--- config.mk ---
export PLATFORM = sky130hd
export DESIGN_NAME = sw_debounce
export DESIGN_NICKNAME = d
export VERILOG_FILES = /design/src/rtl/sw_debounce.sv
export SDC_FILE = /design/constraint.sdc
export NUM_CORES = 1
export LEC_CHECK = 0
export CAP_MARGIN = 25
export CORE_MARGIN = 1.5
export CORE_UTILIZATION = 50
export DETAILED_ROUTE_END_ITERATION = 8
export GPL_TIMING_DRIVEN = 0
export PLACE_DENSITY = 0.7
export SYNTH_ARGS = -nofsm -noshare
export SYNTH_HDL_FRONTEND = slang
export SYNTH_SLANG_ARGS = --single-unit
--- constraint.sdc ---
create_clock -name Clk -period 2.5 [get_ports Clk]
set_clock_uncertainty 0.2 [all_clocks]
set_input_delay 0.5 -clock Clk [delete_from_list [all_inputs] [get_ports Clk]]
set_output_delay 0.5 -clock Clk [all_outputs]
set_load 0.03 [all_outputs]
--- src/rtl/sw_debounce.sv ---
// ---------------------------------------------------------------------------
// sw_debounce
//
// Input-side conditioner for a board slide switch or pushbutton.
// The raw, asynchronous, bouncing switch pin is brought into the Clk domain
// through a two-flop synchroniser. A new level is accepted only after it has
// been seen for STABLE_CYCLES consecutive cycles. The module then presents
// a clean level, one-cycle edge pulses and a press-toggled state.
//
// Parameters
//   STABLE_CYCLES : consecutive cycles a new level must persist (>= 2)
//   RESET_LEVEL   : value of the synchroniser flops and Sw_Level in reset
//
// Ports
//   Clk      in   system clock, all logic on the rising edge
//   Rst_n    in   synchronous, active-low reset
//   Sw       in   raw switch pin (asynchronous, may bounce)
//   Sw_Level out  debounced switch level
//   Rise     out  one-cycle pulse when Sw_Level goes 0->1
//   Fall     out  one-cycle pulse when Sw_Level goes 1->0
//   Toggle   out  inverts on every Rise (press-to-toggle state)
//   Busy     out  high while a candidate level change is being timed
// ---------------------------------------------------------------------------
module sw_debounce #(
  parameter int   STABLE_CYCLES = 1000000,
  parameter logic RESET_LEVEL   = 1'b0
) (
  input  logic Clk,
  input  logic Rst_n,
  input  logic Sw,
  output logic Sw_Level,
  output logic Rise,
  output logic Fall,
  output logic Toggle,
  output logic Busy
);

  localparam int CNT_W = $clog2(STABLE_CYCLES);

  // Terminal count: the new level has been seen for STABLE_CYCLES cycles
  // once the counter sits here and sync2 still disagrees with Sw_Level.
  localparam logic [CNT_W-1:0] CNT_LAST = CNT_W'(STABLE_CYCLES - 1);

  typedef enum logic [0:0] {
    ST_STABLE   = 1'b0,
    ST_COUNTING = 1'b1
  } state_t;

  // -------------------------------------------------------------------------
  // Two-flop synchroniser. Stage 0 samples the pin, stage 1 (sync2) is the
  // only value the rest of the logic looks at.
  // -------------------------------------------------------------------------
  logic [1:0] sync_q;
  logic [1:0] sync_d;

  assign sync_d[0] = Sw;

  genvar gi;
  generate
    for (gi = 1; gi < 2; gi++) begin : g_sync_chain
      assign sync_d[gi] = sync_q[gi-1];
    end
  endgenerate

  generate
    for (gi = 0; gi < 2; gi++) begin : g_sync_ff
      always_ff @(posedge Clk) begin
        if (!Rst_n) begin
          sync_q[gi] <= RESET_LEVEL;
        end else begin
          sync_q[gi] <= sync_d[gi];
        end
      end
    end
  endgenerate

  logic sync2;
  assign sync2 = sync_q[1];

  // -------------------------------------------------------------------------
  // Debounce FSM state and output registers
  // -------------------------------------------------------------------------
  state_t           state_q,  state_d;
  logic [CNT_W-1:0] cnt_q,    cnt_d;
  logic             level_q,  level_d;
  logic             rise_q,   rise_d;
  logic             fall_q,   fall_d;
  logic             toggle_q, toggle_d;
  logic             busy_q,   busy_d;

  always_ff @(posedge Clk) begin
    if (!Rst_n) begin
      state_q  <= ST_STABLE;
      cnt_q    <= '0;
      level_q  <= RESET_LEVEL;
      rise_q   <= 1'b0;
      fall_q   <= 1'b0;
      toggle_q <= 1'b0;
      busy_q   <= 1'b0;
    end else begin
      state_q  <= state_d;
      cnt_q    <= cnt_d;
      level_q  <= level_d;
      rise_q   <= rise_d;
      fall_q   <= fall_d;
      toggle_q <= toggle_d;
      busy_q   <= busy_d;
    end
  end

  always_comb begin
    state_d  = state_q;
    cnt_d    = cnt_q;
    level_d  = level_q;
    rise_d   = 1'b0;
    fall_d   = 1'b0;
    toggle_d = toggle_q;

    case (state_q)
      ST_STABLE: begin
        if (sync2 != level_q) begin
          // First cycle of the candidate level counts as one.
          cnt_d   = CNT_W'(1);
          state_d = ST_COUNTING;
        end else begin
          cnt_d = '0;
        end
      end

      ST_COUNTING: begin
        if (sync2 == level_q) begin
          // Bounced back, including on the very last counting cycle:
          // drop the candidate without touching any output.
          cnt_d   = '0;
          state_d = ST_STABLE;
        end else if (cnt_q == CNT_LAST) begin
          // Accept the new level; pulses and Toggle update on the same edge.
          level_d  = sync2;
          cnt_d    = '0;
          state_d  = ST_STABLE;
          rise_d   = sync2;
          fall_d   = ~sync2;
          toggle_d = toggle_q ^ sync2;
        end else begin
          cnt_d = cnt_q + CNT_W'(1);
        end
      end

      default: begin
        state_d = ST_STABLE;
        cnt_d   = '0;
      end
    endcase
  end

  // Busy is registered alongside the state, so it mirrors state == COUNTING.
  assign busy_d = (state_d == ST_COUNTING);

  assign Sw_Level = level_q;
  assign Rise     = rise_q;
  assign Fall     = fall_q;
  assign Toggle   = toggle_q;
  assign Busy     = busy_q;

endmodule

Word level (Yosys, flattened, before mapping)
Cells that the tools add are included.

Logic and storage cells: 28. Output and inout bits: 5. Register bits: 27. Input port bits: 3.

Reductions and logical operators: 2. Mux-type cells: 8. Bitwise logic cells: 6. Add/subtract/negate cells: 1. Equal/unequal tests: 3.

Operators by type and width (number): 2-to-1 mux 20 bit (2); case mux 20 bit (2 select lines) (1); adder 20 x 1 -> 20 bit, second input constant (1); equality test 20 bit, second input constant (1); NOT 1 bit (5); 2-to-1 mux 1 bit (4); OR reduction 4 bit (1); AND reduction 3 bit (1); case mux 1 bit (2 select lines) (1); equality test 1 bit (1); != test 1 bit (1); XOR 1 bit (1).

Longest topological paths before layout
Depth after elaboration: 4. Depth in mapped cells: 6. Depth with buffers taken out: 5.

Worst setup path after synthesis
Ideal clock, no wire load.

Path type: reg2reg. From: reg cnt_q[0]. To: reg cnt_q[15]. Buffers on the path: 1. Required time: 2.185 ns. Arrival: 1.572 ns. Setup time: 0.115 ns. Stages on the path, launching flop included: 7. Clock period less this slack: 1.886 ns. Path slack: 0.614 ns. Cells stage by stage: dfxtp_1 ha_1 and4_1 nand2_1 o2111ai_2 buf_4 nor2_1.

Longest elaborated chain between the ends: 4. Elaborated cells between the ends (all ways): 5. Those cells by class: add/sub: 1; eq/ne: 1; mux: 3.

RTL lines: start: declaration (RTL line 84) `logic [CNT_W-1:0] cnt_q, cnt_d;`; start signal: assignment (RTL line 102) `cnt_q <= cnt_d;`; adder 20 x 1 -> 20 bit / equality test 20 bit (equally long branches) (RTL line 145, 136); 2-to-1 mux 20 bit (*) (RTL line 136) `end else if (cnt_q == CNT_LAST) begin`; 2-to-1 mux 20 bit (*) (RTL line 131) `if (sync2 == level_q) begin`; case mux 20 bit (2 select lines) (*) (RTL line 119) `case (state_q)`.

Mark *: on every way between the ends. The rest lies on a longest branch, timed or not. A chain may end at the register's enable or synchronous reset.

Final worst setup path
From: reg cnt_q[0]. To: reg cnt_q[9].

Same word-level chain as after synthesis.

==> flow_metrics.tcl <==
set metrics [dict create \
    start_util_pct 53.5 \
    crit_type "reg2reg" \
    cts_buffers 3 \
    routed_wl_mm 2.23 \
    drc 0 \
    grt_use_total_pct 20.3 \
    coreArea_um2 2250 \
    crit_fanout 10 \
    cts.sinks 27 \
    antenna_found_initial 0 \
    dr_wl_met2_mm 1.12 \
    min_path_type "reg2reg" \
    post_cts_resized 0 \
    dr.pass1.iters 4 \
    grt_start_max_net_pins 16 \
    cts_setup_buffers 0 \
    io_pins 8 \
    cts_buffer_depth 2 \
    start_kind "flop" \
    first_iter_violations 17 \
    antenna_left 0 \
    vias 972 \
    power_uw 634 \
    viasPerCell 5.68 \
    clkSlewWorstSetupHoldPaths_ns 0.14 \
    syn_area_per_cell_um2 9.07 \
    arrival_ns 2.25 \
    drive_above_1_share_pct 8.39 \
    ys_seq_elements 27 \
    relSlewSlack_pct 63.6 \
    clk_latency_ns 0.33 \
    antenna_cells 0 \
    regArea_um2 541 \
    wl_met1_mm 1.01 \
    netlist_instances 133 \
    grt_pass1_vias 961 \
    maxCapViolations 0 \
    fmax_mhz 452 \
    synth.distinct_cells 33 \
    die_height_um 52.1 \
    rsz0062_at_grt "no" \
    met3WireLength_um 79 \
    finalCritPeriodShare_pct 88.5 \
    rows 17 \
    syn2layout_area_growth_pct 10.2 \
    tritoncts "yes" \
    finalHoldViolCount 0 \
    cts_root_buf "clkbuf_4" \
    status "finished, final reports clean" \
    path_cells "ha_1 -> and4_1 -> nand2_1 -> o2111ai_2 -> buf_4 -> nor2_1" \
    hold_buffers 0 \
    end_kind "flop" \
    period_minus_slack_ns 2.21 \
    ys_seq_area_share_pct 44.8 \
    p_leak_uw 0.000380 \
    slowest_stage "o2111ai_2" \
    finalMaxSlewViolations 0 \
    yosys_warnings 0 \
    routabilityCongestion 0.800 \
    grt_remaining_overflow 0 \
    io_buffers 6 \
    peakVddDrop_mv 0.371 \
    critPathMaxStageDelay_ns 0.52 \
    async_flop_share_pct 0 \
    power_density_nw_per_um2 477 \
    ys.flop_type "dfxtp_1" \
    fillCellCount 224 \
    grt_pass1_wl_mm 4.06 \
    cts_max_level 1 \
    die_area_um2 2720 \
    nets 148 \
    setup_violations 0 \
    synth_edf_count 0 \
    die-width_um 52.1 \
    syn_nets 137 \
    multi_input_comb_area_um2 643 \
    dp_slack_ns 0.267 \
    required_ns 2.54 \
    worstMarginPinSlew_ns 0.547 \
    dp_hpwl_mm 1.66 \
    wl_per_cell_um 13.1 \
    setup_slack_ns 0.289 \
    tns_ns 0 \
    dr.max_layer_used "met4" \
    synth_area_um2 1210 \
]
## logic make-up after synthesis
kind of cell	count (synthesis)	share of synthesized area, %
AO/OA/AOI/OAI	13	7.36
XOR/XNOR	15	10.9
adder cells (fa/ha/maj)	1	1.04
buffers and inverters	5	1.87
flip-flops	27	44.8
multiplexers	1	0.830
AND/OR/NAND/NOR	71	33.2
## registers in the layout, indices dropped and copies added (netlist names)
name and count:
Busy 1, sync2 1, Sw_Level 1, cnt_q 20, Fall 1, Toggle 1
sync_d 1, Rise 1
## per-layer routing
layer  up-vias  global-route usage (%)
met3         4                    5.46
met4         0                    6.58
met5         -                       0
li1        493                       -
met2        17                    35.2
met1       458                    24.1
## per-stage QoR
| step | area, µm² | util, % | instances | hold slack (ns) |
|---|---|---|---|---|
| detailed placement | 1300 | 57.7 | 167 | 0.222 |
| floorplan | 1210 | - | 133 | 0.212 |
| global route | 1330 | 58.9 | 171 | 0.287 |
| global placement | 1300 | 57.7 | 167 | 0.224 |
| CTS | 1330 | 58.9 | 171 | 0.264 |
| finish | 1330 | 58.9 | 171 | 0.261 |
## critical path: cells and delay by family, from the launching register on
family                   cells  cell delay (ns)
AND/OR/NAND/NOR              3             0.49
buffers and inverters        1             0.27
AO/OA/AOI/OAI                1             0.52
flip-flops                   1             0.39
adder cells (fa/ha/maj)      1             0.23
## layout by cell type, fill, tap and decap left out, types with 3 or more instances in the layout
master,count
dfxtp_1,27
nor2_1,19
xnor2_1,11
nand2_1,10
nand3_1,8
clkdlybuf4s50_1,6
nand4_1,5
nor3_1,5
and2_1,5
xor2_1,4
a21oi_1,4
nor4_1,4
o21ai_0,3
nor4b_1,3
clkbuf_4,3
## worst paths after layout
check | start | endpoint | slack [ns] | cells past startpoint
setup / recovery | cnt_q[0] | cnt_q[9] | 0.29 | 6
setup reg to reg | cnt_q[0] | cnt_q[9] | 0.29 | 6
hold reg to reg | sync_d[1] | sync2 | 0.26 | 1
hold / removal | sync_d[1] | sync2 | 0.26 | 1
## synth_stat cells (2+ instances only)
library cell  number  area share, %
nand3_1            8            3.3
nand2_1           10            3.1
o31ai_1            2            1.2
nor4b_1            3            2.2
xor2_1             4            2.9
nand4b_1           2            1.5
nor4_1             4            2.1
clkbuf_1           2           0.62
and4_1             2            1.5
nor2_1            19            5.9
xnor2_1           11            8.0
a21oi_1            4            1.7
dfxtp_1           27             45
nand4_1            5            2.6
nor3_1             5            2.1
and2_1             5            2.6
o21ai_0            3            1.2
inv_1              2           0.62
## power by group
part | switching [µW] | leakage [µW] | internal [µW]
combinational | 5.34 | 0.000144 | 4.54
sequential | 1.90 | 0.000218 | 433
clock | 129 | 0.0000177 | 60.2
## layout make-up
cell class              count  area share [%]
well taps                  28            2.64
inverters                   2           0.565
clock buffers               3            1.69
flip-flops and latches     27            40.7
repair buffers              6            4.52
plain buffers               3            1.13
multi-input cells         101            48.4
clock inverters             1           0.377
Note: power is estimated with default switching activity, not from simulation.
==> variant, RTL diff (same flow settings) <==
Reset style: asynchronous (`Rst_n`), changed in 2 clocked blocks. Comments in the files are not updated.
--- a/src/rtl/sw_debounce.sv
+++ b/src/rtl/sw_debounce.sv
@@ -66,3 +66,3 @@
     for (gi = 0; gi < 2; gi++) begin : g_sync_ff
-      always_ff @(posedge Clk) begin
+      always_ff @(posedge Clk or negedge Rst_n) begin
         if (!Rst_n) begin
@@ -90,3 +90,3 @@
 
-  always_ff @(posedge Clk) begin
+  always_ff @(posedge Clk or negedge Rst_n) begin
     if (!Rst_n) begin
Behaviour: differs if Rst_n is asserted again (counterexample within 4 cycles, from zero or initial values and one cycle with Rst_n low); with Rst_n held inactive, the same outputs for 10 cycles.
==> variant against the original RTL <==
Non-clock buffer count is 4 higher; routed wire length is 2.5% higher; cell count is 4.1% lower; critical path depth is 3 higher; sequential cell count stayed put; synthesized area is 8.0% higher; design area is 10% higher; worst setup slack worse by 0.020 ns; die area is 7.5% higher.
Power is not compared: it rests on default switching activity, and its combinational part moved more than twofold at a synthesized area within 25%.
==> variant: results (changes against the original RTL) <==
status: "complete, no violations"
vias_per_cell: 5.67  # -0.24%
synth_area_leaders: "dfrtp_1 (52%), xnor2_1 (5.4%), xor2_1 (4.7%), nor2_1 (4.6%), nand3_1 (3.1%)"
pre_cts_ws_ns: 0.295  # +0.0280 ns
syn_nets: 126  # -8.0%
dp_hpwl_mm: 1.66  # about the same
synthArstFlopShare_pct: 100  # +100 points
synth_commonest_cells: "dfrtp_1 (27), nor2_1 (16), nand3_1 (8), xnor2_1 (8)"
critPathMaxFanout: 10  # unchanged
drive_above_1_share_pct: 11.2  # +2.8 points
hp-class: "register to register"
met3_usage_pct: 2.50  # -3.0 points
synth_cell_types: 34  # +3.0%
dpl_cell_area_um2: 1440  # +10%
wl_per_cell_um: 14.0  # +6.9%
fin_cells: 164  # -4.1%
clkPwrFrac_pct: 27.6
use_met2_pct: 31.3  # -3.9 points
yosysSeqAreaShare_pct: 51.9  # +7.1 points
synth_area_per_cell_um2: 10.7  # +18%
worstRegToRegCells: 9  # +3
met1_usage_pct: 24.3  # +0.11 points
placement.io_buffers: 7  # +1
largest_reg_flops: 20  # unchanged
clk_pin_slew_ns: 0.14  # about the same
grt_pass1_wl_mm: 3.87  # -4.8%
place_inst: 160  # -4.2%
top_register: "cnt_q"
final_util_pct: 59.1  # +0.21 points
place.gp.congestion: 0.799  # -0.16%
antenna_found_initial: 0  # unchanged
cts_resized: 0  # unchanged
num-fill-cells: 229  # +2.2%
leakage_nw: 0.588
nets: 139  # -6.1%
htree_levels: 1  # unchanged
p_int_mw: 0.519
cp.arrival_ns: 2.29  # +0.04 ns
drt_iter0_markers: 6  # -11
cts_root_buf: "clkbuf_4"
grt_util_all_layers_pct: 18.5  # -1.8 points
grt_pass1_vias: 873  # -9.2%
worst_pin_slew_ns: 0.505  # -0.0413 ns
grt_max_degree: 20  # +4
hold_path_depth: 0  # -1
vdd_ir_drop_max_mv: 0.312
variant: changes by cell type after synthesis, sizes merged, moves of 3 or more:
cell,change
nand2,-5
dfrtp,+27
nor4b,-3
xor2,+3
xnor2,-3
nor3,-4
nor2,-3
and2,-3
dfxtp,-27
variant: kinds of logic (layout without fill, tap and decap cells):
family | after synthesis | count (layout) | share of synthesized area, %
AOI/OAI and AO/OA | 14 | 14 | 6.63
buffers and inverters | 8 | 20 | 4.23
and+or+nand+nor | 56 | 56 | 25.4
muxes | 1 | 1 | 0.864
xor gates and xnor gates | 15 | 15 | 10.1
adders and majority gates | 1 | 1 | 0.960
DFF | 27 | 27 | 51.9
variant: path summary, 6_finish.rpt:
path	startpoint	slack (ns)	to
worst max-delay path	cnt_q[0]	0.27	cnt_q[13]
worst min-delay path	sync_d[1]	0.19	sync2
worst max register to register	cnt_q[0]	0.27	cnt_q[13]
worst min register to register	sync_d[1]	0.19	sync2
max in group asynchronous	Rst_n	1.35	sync_d[1]
min in group asynchronous	Rst_n	0.30	cnt_q[17]
variant: critical path, stage by stage (launching register included):
cell and delay [ns]:
dfrtp_1 0.44, ha_1 0.24, and4_1 0.20, buf_2 0.15, and2_0 0.16, clkbuf_1 0.18
a21bo_1 0.21, buf_6 0.14, buf_12 0.14, nor2_1 0.11
variant: layer usage:
layer / wire, um / vias up / share of wire [%]
met1: 1040 / 456 / 45
met4: 28 / 0 / 1.2
li1: - / 458 / -
met5: 0 / - / 0
met2: 1180 / 12 / 51
met3: 47 / 4 / 2.1
variant: final cells by class:
class,count,area (um2),share of cell area (%)
timing repair buffer,8,97.6,6.66
buffer,5,43.8,2.99
tap,30,37.5,2.56
clock inverter,1,5.00,0.342
multi-input combinational,87,572,39.0
clock buffer,3,22.5,1.54
inverter,3,11.3,0.769
sequential,27,676,46.1
